File: src/rtl/delivery_velocity_ctrl_if.sv
// Signal bundle between the velocity sequencer, the game control unit and
// the echo-measurement datapath. The controller side takes the slave modport.
interface delivery_velocity_ctrl_if #(
   parameter int DIST_W = 12
);
   logic              get_velocity;
   logic              meas_done;
   logic [DIST_W-1:0] meas_dist;
   logic              meas_reset;
   logic              meas_start;
   logic [1:0]        velocity;
   logic              velocity_ready;
   logic              timeout_err;
   logic [3:0]        estado;

   // Requester and measurement datapath side.
   modport master (
      output get_velocity, meas_done, meas_dist,
      input  meas_reset, meas_start, velocity, velocity_ready, timeout_err, estado
   );

   // Velocity sequencer side.
   modport slave (
      input  get_velocity, meas_done, meas_dist,
      output meas_reset, meas_start, velocity, velocity_ready, timeout_err, estado
   );
endinterface

File: src/rtl/delivery_velocity_ctrl.sv
// Velocity sequencer: on each request it runs 2^SAMPLES_LOG2 trigger/echo
// measurements, averages the distances and classifies the average into a
// 2-bit velocity level, then pulses velocity_ready for one cycle.
module delivery_velocity_ctrl #(
   parameter int DIST_W         = 12,
   parameter int SAMPLES_LOG2   = 2,
   parameter int TRIG_CYCLES    = 500,
   parameter int TIMEOUT_CYCLES = 1500000,
   parameter int TH1            = 100,
   parameter int TH2            = 200,
   parameter int TH3            = 300
) (
   input logic                   clock,
   input logic                   reset,
   delivery_velocity_ctrl_if.slave bus
);

   localparam int ACC_W   = DIST_W + SAMPLES_LOG2;
   localparam int CNT_MAX = (TRIG_CYCLES > TIMEOUT_CYCLES) ? TRIG_CYCLES : TIMEOUT_CYCLES;
   localparam int CNT_W   = $clog2(CNT_MAX + 1);
   localparam int SCNT_W  = SAMPLES_LOG2 + 1;

   localparam logic [CNT_W-1:0]  TRIG_LAST      = CNT_W'(TRIG_CYCLES - 1);
   localparam logic [CNT_W-1:0]  TIMEOUT_LAST   = CNT_W'(TIMEOUT_CYCLES - 1);
   localparam logic [SCNT_W-1:0] NUM_SAMPLES    = SCNT_W'(1 << SAMPLES_LOG2);
   localparam logic [DIST_W-1:0] SAMPLE_TIMEOUT = '1;
   localparam logic [ACC_W-1:0]  TH1_V          = ACC_W'(TH1);
   localparam logic [ACC_W-1:0]  TH2_V          = ACC_W'(TH2);
   localparam logic [ACC_W-1:0]  TH3_V          = ACC_W'(TH3);

   typedef enum logic [3:0] {
      S_IDLE      = 4'd0,
      S_CLEAR     = 4'd1,
      S_TRIGGER   = 4'd2,
      S_WAIT_ECHO = 4'd3,
      S_ACCUM     = 4'd4,
      S_CLASSIFY  = 4'd5,
      S_READY     = 4'd6
   } state_t;

   state_t              state_q, state_d;
   logic [CNT_W-1:0]    cnt_q, cnt_d;
   logic [SCNT_W-1:0]   scnt_q, scnt_d;
   logic [SCNT_W-1:0]   scnt_inc;
   logic [ACC_W-1:0]    acc_q, acc_d;
   logic [ACC_W-1:0]    avg;
   logic [DIST_W-1:0]   sample_q, sample_d;
   logic [1:0]          velocity_q, velocity_d;
   logic                timeout_err_q, timeout_err_d;
   logic                meas_reset_q, meas_reset_d;
   logic                meas_start_q, meas_start_d;
   logic                velocity_ready_q, velocity_ready_d;

   // Next-state and datapath decode for the measurement sequence.
   always_comb begin
      // NOTE: every signal gets its hold value first so no path leaves it
      // unassigned; otherwise a latch would be inferred.
      state_d       = state_q;
      cnt_d         = cnt_q;
      scnt_d        = scnt_q;
      acc_d         = acc_q;
      sample_d      = sample_q;
      velocity_d    = velocity_q;
      timeout_err_d = timeout_err_q;
      scnt_inc      = scnt_q + 1'b1;
      avg           = acc_q >> SAMPLES_LOG2;

      unique case (state_q)
         S_IDLE: begin
            if (bus.get_velocity) begin
               state_d       = S_CLEAR;
               acc_d         = '0;
               scnt_d        = '0;
               timeout_err_d = 1'b0;
            end
         end
         S_CLEAR: begin
            cnt_d   = '0;
            state_d = S_TRIGGER;
         end
         S_TRIGGER: begin
            if (cnt_q == TRIG_LAST) begin
               cnt_d   = '0;
               state_d = S_WAIT_ECHO;
            end else begin
               cnt_d = cnt_q + 1'b1;
            end
         end
         S_WAIT_ECHO: begin
            // A real echo has priority over a timeout expiring in the same cycle.
            if (bus.meas_done) begin
               sample_d = bus.meas_dist;
               state_d  = S_ACCUM;
            end else if (cnt_q == TIMEOUT_LAST) begin
               sample_d      = SAMPLE_TIMEOUT;
               timeout_err_d = 1'b1;
               state_d       = S_ACCUM;
            end else begin
               cnt_d = cnt_q + 1'b1;
            end
         end
         S_ACCUM: begin
            acc_d   = acc_q + ACC_W'(sample_q);
            scnt_d  = scnt_inc;
            state_d = (scnt_inc == NUM_SAMPLES) ? S_CLASSIFY : S_CLEAR;
         end
         S_CLASSIFY: begin
            if (avg < TH1_V)      velocity_d = 2'd3;
            else if (avg < TH2_V) velocity_d = 2'd2;
            else if (avg < TH3_V) velocity_d = 2'd1;
            else                  velocity_d = 2'd0;
            state_d = S_READY;
         end
         S_READY: begin
            state_d = S_IDLE;
         end
         default: begin
            state_d = S_IDLE;
         end
      endcase

      // Strobes are decoded from the next state so the registered copies
      // line up exactly with the state they belong to.
      meas_reset_d     = (state_d == S_CLEAR);
      meas_start_d     = (state_d == S_TRIGGER);
      velocity_ready_d = (state_d == S_READY);
   end

   // State, datapath and registered outputs.
   always_ff @(posedge clock or negedge reset) begin
      if (!reset) begin
         state_q          <= S_IDLE;
         cnt_q            <= '0;
         scnt_q           <= '0;
         acc_q            <= '0;
         sample_q         <= '0;
         velocity_q       <= 2'd0;
         timeout_err_q    <= 1'b0;
         meas_reset_q     <= 1'b0;
         meas_start_q     <= 1'b0;
         velocity_ready_q <= 1'b0;
      end else begin
         // NOTE: non-blocking assignments so every flop samples the values
         // from before this edge, independent of statement order.
         state_q          <= state_d;
         cnt_q            <= cnt_d;
         scnt_q           <= scnt_d;
         acc_q            <= acc_d;
         sample_q         <= sample_d;
         velocity_q       <= velocity_d;
         timeout_err_q    <= timeout_err_d;
         meas_reset_q     <= meas_reset_d;
         meas_start_q     <= meas_start_d;
         velocity_ready_q <= velocity_ready_d;
      end
   end

   assign bus.meas_reset     = meas_reset_q;
   assign bus.meas_start     = meas_start_q;
   assign bus.velocity       = velocity_q;
   assign bus.velocity_ready = velocity_ready_q;
   assign bus.timeout_err    = timeout_err_q;
   assign bus.estado         = state_q;

endmodule

File: src/flat_wrapper.sv
// flat-port wrapper written by rule: the top's interface ports become plain ports
module delivery_velocity_ctrl_flat 
#(
   parameter int DIST_W         = 12,
   parameter int SAMPLES_LOG2   = 2,
   parameter int TRIG_CYCLES    = 500,
   parameter int TIMEOUT_CYCLES = 1500000,
   parameter int TH1            = 100,
   parameter int TH2            = 200,
   parameter int TH3            = 300
)
  (clock, reset, bus_get_velocity, bus_meas_done, bus_meas_dist, bus_meas_reset, bus_meas_start, bus_velocity, bus_velocity_ready, bus_timeout_err, bus_estado);
  delivery_velocity_ctrl_if #(.DIST_W(DIST_W)) bus_i ();
  input logic clock;
  input logic reset;
  input wire logic [$bits(bus_i.get_velocity)-1:0] bus_get_velocity;
  input wire logic [$bits(bus_i.meas_done)-1:0] bus_meas_done;
  input wire logic [$bits(bus_i.meas_dist)-1:0] bus_meas_dist;
  output wire logic [$bits(bus_i.meas_reset)-1:0] bus_meas_reset;
  output wire logic [$bits(bus_i.meas_start)-1:0] bus_meas_start;
  output wire logic [$bits(bus_i.velocity)-1:0] bus_velocity;
  output wire logic [$bits(bus_i.velocity_ready)-1:0] bus_velocity_ready;
  output wire logic [$bits(bus_i.timeout_err)-1:0] bus_timeout_err;
  output wire logic [$bits(bus_i.estado)-1:0] bus_estado;
  assign bus_i.get_velocity = bus_get_velocity;
  assign bus_i.meas_done = bus_meas_done;
  assign bus_i.meas_dist = bus_meas_dist;
  assign bus_meas_reset = bus_i.meas_reset;
  assign bus_meas_start = bus_i.meas_start;
  assign bus_velocity = bus_i.velocity;
  assign bus_velocity_ready = bus_i.velocity_ready;
  assign bus_timeout_err = bus_i.timeout_err;
  assign bus_estado = bus_i.estado;
  delivery_velocity_ctrl #(.DIST_W(DIST_W), .SAMPLES_LOG2(SAMPLES_LOG2), .TRIG_CYCLES(TRIG_CYCLES), .TIMEOUT_CYCLES(TIMEOUT_CYCLES), .TH1(TH1), .TH2(TH2), .TH3(TH3)) u_core (.clock(clock), .reset(reset), .bus(bus_i));
endmodule
File: config.mk
export PLATFORM = sky130hd
export DESIGN_NAME = delivery_velocity_ctrl_flat
export DESIGN_NICKNAME = d
export VERILOG_FILES = /design/src/rtl/delivery_velocity_ctrl_if.sv /design/src/rtl/delivery_velocity_ctrl.sv /design/src/flat_wrapper.sv
export SDC_FILE = /design/constraint.sdc
export NUM_CORES = 1
export LEC_CHECK = 0
export CORE_UTILIZATION = 53
export DETAILED_ROUTE_END_ITERATION = 12
export PLACE_DENSITY = 0.76
export SYNTH_ARGS = -nofsm -noshare
export SYNTH_HDL_FRONTEND = slang
export SYNTH_SLANG_ARGS = --single-unit
File: constraint.sdc
create_clock -name clock -period 2.5 [get_ports clock]
set_clock_uncertainty 0.2 [all_clocks]
set_input_delay 0.75 -clock clock [delete_from_list [all_inputs] [get_ports clock]]
set_output_delay 0.75 -clock clock [all_outputs]
set_load 0.05 [all_outputs]
==> results.cfg <==
[critical_path]
critical_path.max_fanout = 3
endpoint_kind = flip-flop
crit_arrival_ns = 2.49
path_delay_family = compound AO/OA/AOI/OAI gates
critPathBufInv = 0
crit_chain = ha_1 -> fa_2 -> a21oi_2 -> o21ai_1 -> a2111oi_4 -> nor3_1 -> a41oi_1 -> mux2i_1
worstPathRequired_ns = 2.56
path_class = flip-flop to flip-flop
cpPeakStageDelay_ns = 0.38
critPathLaunchType = flip-flop
slowest_stage = dfrtp_1

[die]
ios = 26
die_x_um = 81.8
initial_core_util = 0.560
num_rows = 28
core-area_sq_um = 6030
dieArea_sq_um = 6690
die_h_um = 81.8

[global_routing]
antenna_found_initial = 0
grt_max_degree = 44
grt_overflow = 0
grt_pass1_wl_um = 13200
grt_use_total = 0.262
grt_pass1_vias = 2755

[synthesis]
syn_area_sq_um = 3380
synth_area_leaders = dfrtp_1, o31ai_1, ha_1, nand3_1, nand2_1
synthDistinctLibCells = 56
post-synth-top-count-cell = dfrtp_1
yosys.area.top_type = dfrtp_1
yosys_warnings = 0
synth_edf_count = 0
async_reset_ff_frac = 1.00
yosys-top-cells-count = dfrtp_1, nand2_1, o31ai_1, nor2_1, nand3_1
ys_ff_latch = 60
synthCells = 352
syn_nets = 384
synth_top_area_share = 0.445
yosysSeqAreaShare = 0.445
avgSynthCellArea_sq_um = 9.59
yosys_most_used_dff = dfrtp_1

[route]
first_iter_violations = 261
drc = 0
vias_per_cell = 6.29
vias = 3008
ant_nets = 0
dr.pass1.iters = 5
wl_um = 7890
drt-wirelength-per-cell_um = 16.5

[worst_hold_path]
hp-class = input port to async pin

[final_layout]
areaGrowthSynthToFinish_pct = 19.8
drive_gt1_frac = 0.139
fin_nets = 431
multi_input_area_sq_um = 1810
diodes = 0
n_fill_cell = 473
seqCellArea_sq_um = 1500
stdcell_area_sq_um = 4050

[clock_network]
root_buffer = clkbuf_8
cts_tree = yes
h-tree-depth = 3
clockBufferDepth = 2
cts_sinks = 60
clock_latency_ns = 0.33
cts_made_buffers = 9
clk_pin_slew_ns = 0.06

[sta]
fin_ws_ns = 0.0690
fin_crit_ns = 2.43
post-route-period-util = 0.972
worst_pin_slew_ns = 0.555
slew_viol_final = 0
hold_viol_final = 0
max_clock_freq_ghz = 0.411
grt_setup_unrepaired = yes
relSlewSlack = 0.620
final.setup.tns_ns = 0
setup_violations = 0

[run_status]
status = finished clean

[placement]
dpl_cell_area_sq_um = 3850
detailed_place_hpwl_um = 5580
dp_slack_ns = -0.162
portBuffers = 25
gp_congestion = 0.855

[flow_run]
maxCapViolations = 0

[power_and_ir_drop]
peakVddDrop_mv = 0.410
leakage_nw = 1.82
power.density_nw_per_um2 = 620
## metrics by stage
step	total power [mW]	util	cells	hold slack, ns
finish	2.51	0.671	478	0.150
global route	2.65	0.671	478	0.170
CTS	2.50	0.665	478	0.155
detailed placement	1.79	0.638	462	0.272
global placement	1.77	0.638	462	0.252
floorplan	1.58	-	352	0.239
## worst paths after layout
| path | startpoint | endpoint | slack (ns) | cells after the start |
|---|---|---|---|---|
| max in group asynchronous | reset | u_core.acc_q[1] | 1.37 | 2 |
| max | u_core.sample_q[0] | u_core.acc_q[12] | 0.07 | 8 |
| min reg2reg | u_core.bus.velocity[1] | u_core.bus.velocity[1] | 0.28 | 2 |
| min in group clock | u_core.bus.velocity[1] | u_core.bus.velocity[1] | 0.28 | 2 |
| min | reset | u_core.sample_q[7] | 0.15 | 1 |
| max reg2reg | u_core.sample_q[0] | u_core.acc_q[12] | 0.07 | 8 |
## repair_timing
action / CTS / global route
pin swaps: 3 / 0
setup endpoints to repair: 3 / 15
cloned: 0 / 0
hold buffers: 0 / 0
resized for setup: 3 / 4
hold endpoints to repair: 0 / 0
buffers inserted: 1 / 0
## power breakdown
group / switching, mW / internal (mW) / leakage (nW)
combinational: 0.358 / 0.299 / 0.938
sequential: 0.0763 / 1.07 / 0.800
clock: 0.358 / 0.350 / 0.0800
## registers in the layout (all words and copies together) (netlist names)
register,count
u_core.bus.velocity,2
u_core.bus.meas_reset,1
u_core.bus.timeout_err,1
u_core.bus.meas_start,1
u_core.sample_q,12
u_core.acc_q,14
u_core.cnt_q,21
u_core.bus.velocity_ready,1
u_core.bus.estado,4
u_core.scnt_q,3
## routing by layer
layer	global-route usage	part of all wire
met5	0	0
met4	0.0789	0.011
met3	0.0533	0.060
met2	0.380	0.43
met1	0.391	0.50
## cells by family (layout without fill, tap and decap cells)
logic type | Yosys count | count (layout) | share of synthesized area
adder cells (fa/ha/maj) | 16 | 16 | 0.0615
AND/OR/NAND/NOR | 126 | 126 | 0.191
flip-flops | 60 | 60 | 0.445
XOR/XNOR | 9 | 9 | 0.0233
multiplexers | 2 | 2 | 0.00593
other | 1 | 1 | 0.00111
buffers and inverters | 25 | 76 | 0.0326
AO/OA/AOI/OAI | 113 | 113 | 0.240
## area by class of cell
type / count / area share
flip-flops and latches: 60 / 0.371
multi-input cells: 267 / 0.447
repair buffers: 51 / 0.113
clock inverters: 3 / 0.00371
inverters: 10 / 0.00928
well taps: 75 / 0.0232
clock buffers: 12 / 0.0334
## worst reg2reg max path, cell delays in order (launching register included)
cell and delay, ns:
dfrtp_1 0.38, ha_1 0.23, fa_2 0.36, a21oi_2 0.18, o21ai_1 0.14, a2111oi_4 0.37
nor3_1 0.11, a41oi_1 0.20, mux2i_1 0.20
## placed cells by master (no fill, tap or decap), drive strengths merged, types with 4 or more instances in the layout
master,instances
clkdlybuf4s50,20
and2,5
and3,5
inv,10
o21ai,23
nor4,5
a21oi,12
nor3,6
o22a,12
dfrtp,60
a31oi,5
nor2,27
a21o,4
xnor2,7
buf,31
o41ai,5
clkbuf,12
o31ai,30
nand3,24
nand2,31
nor2b,5
nand4,8
ha,15
Power figures use the tool's default switching activity.
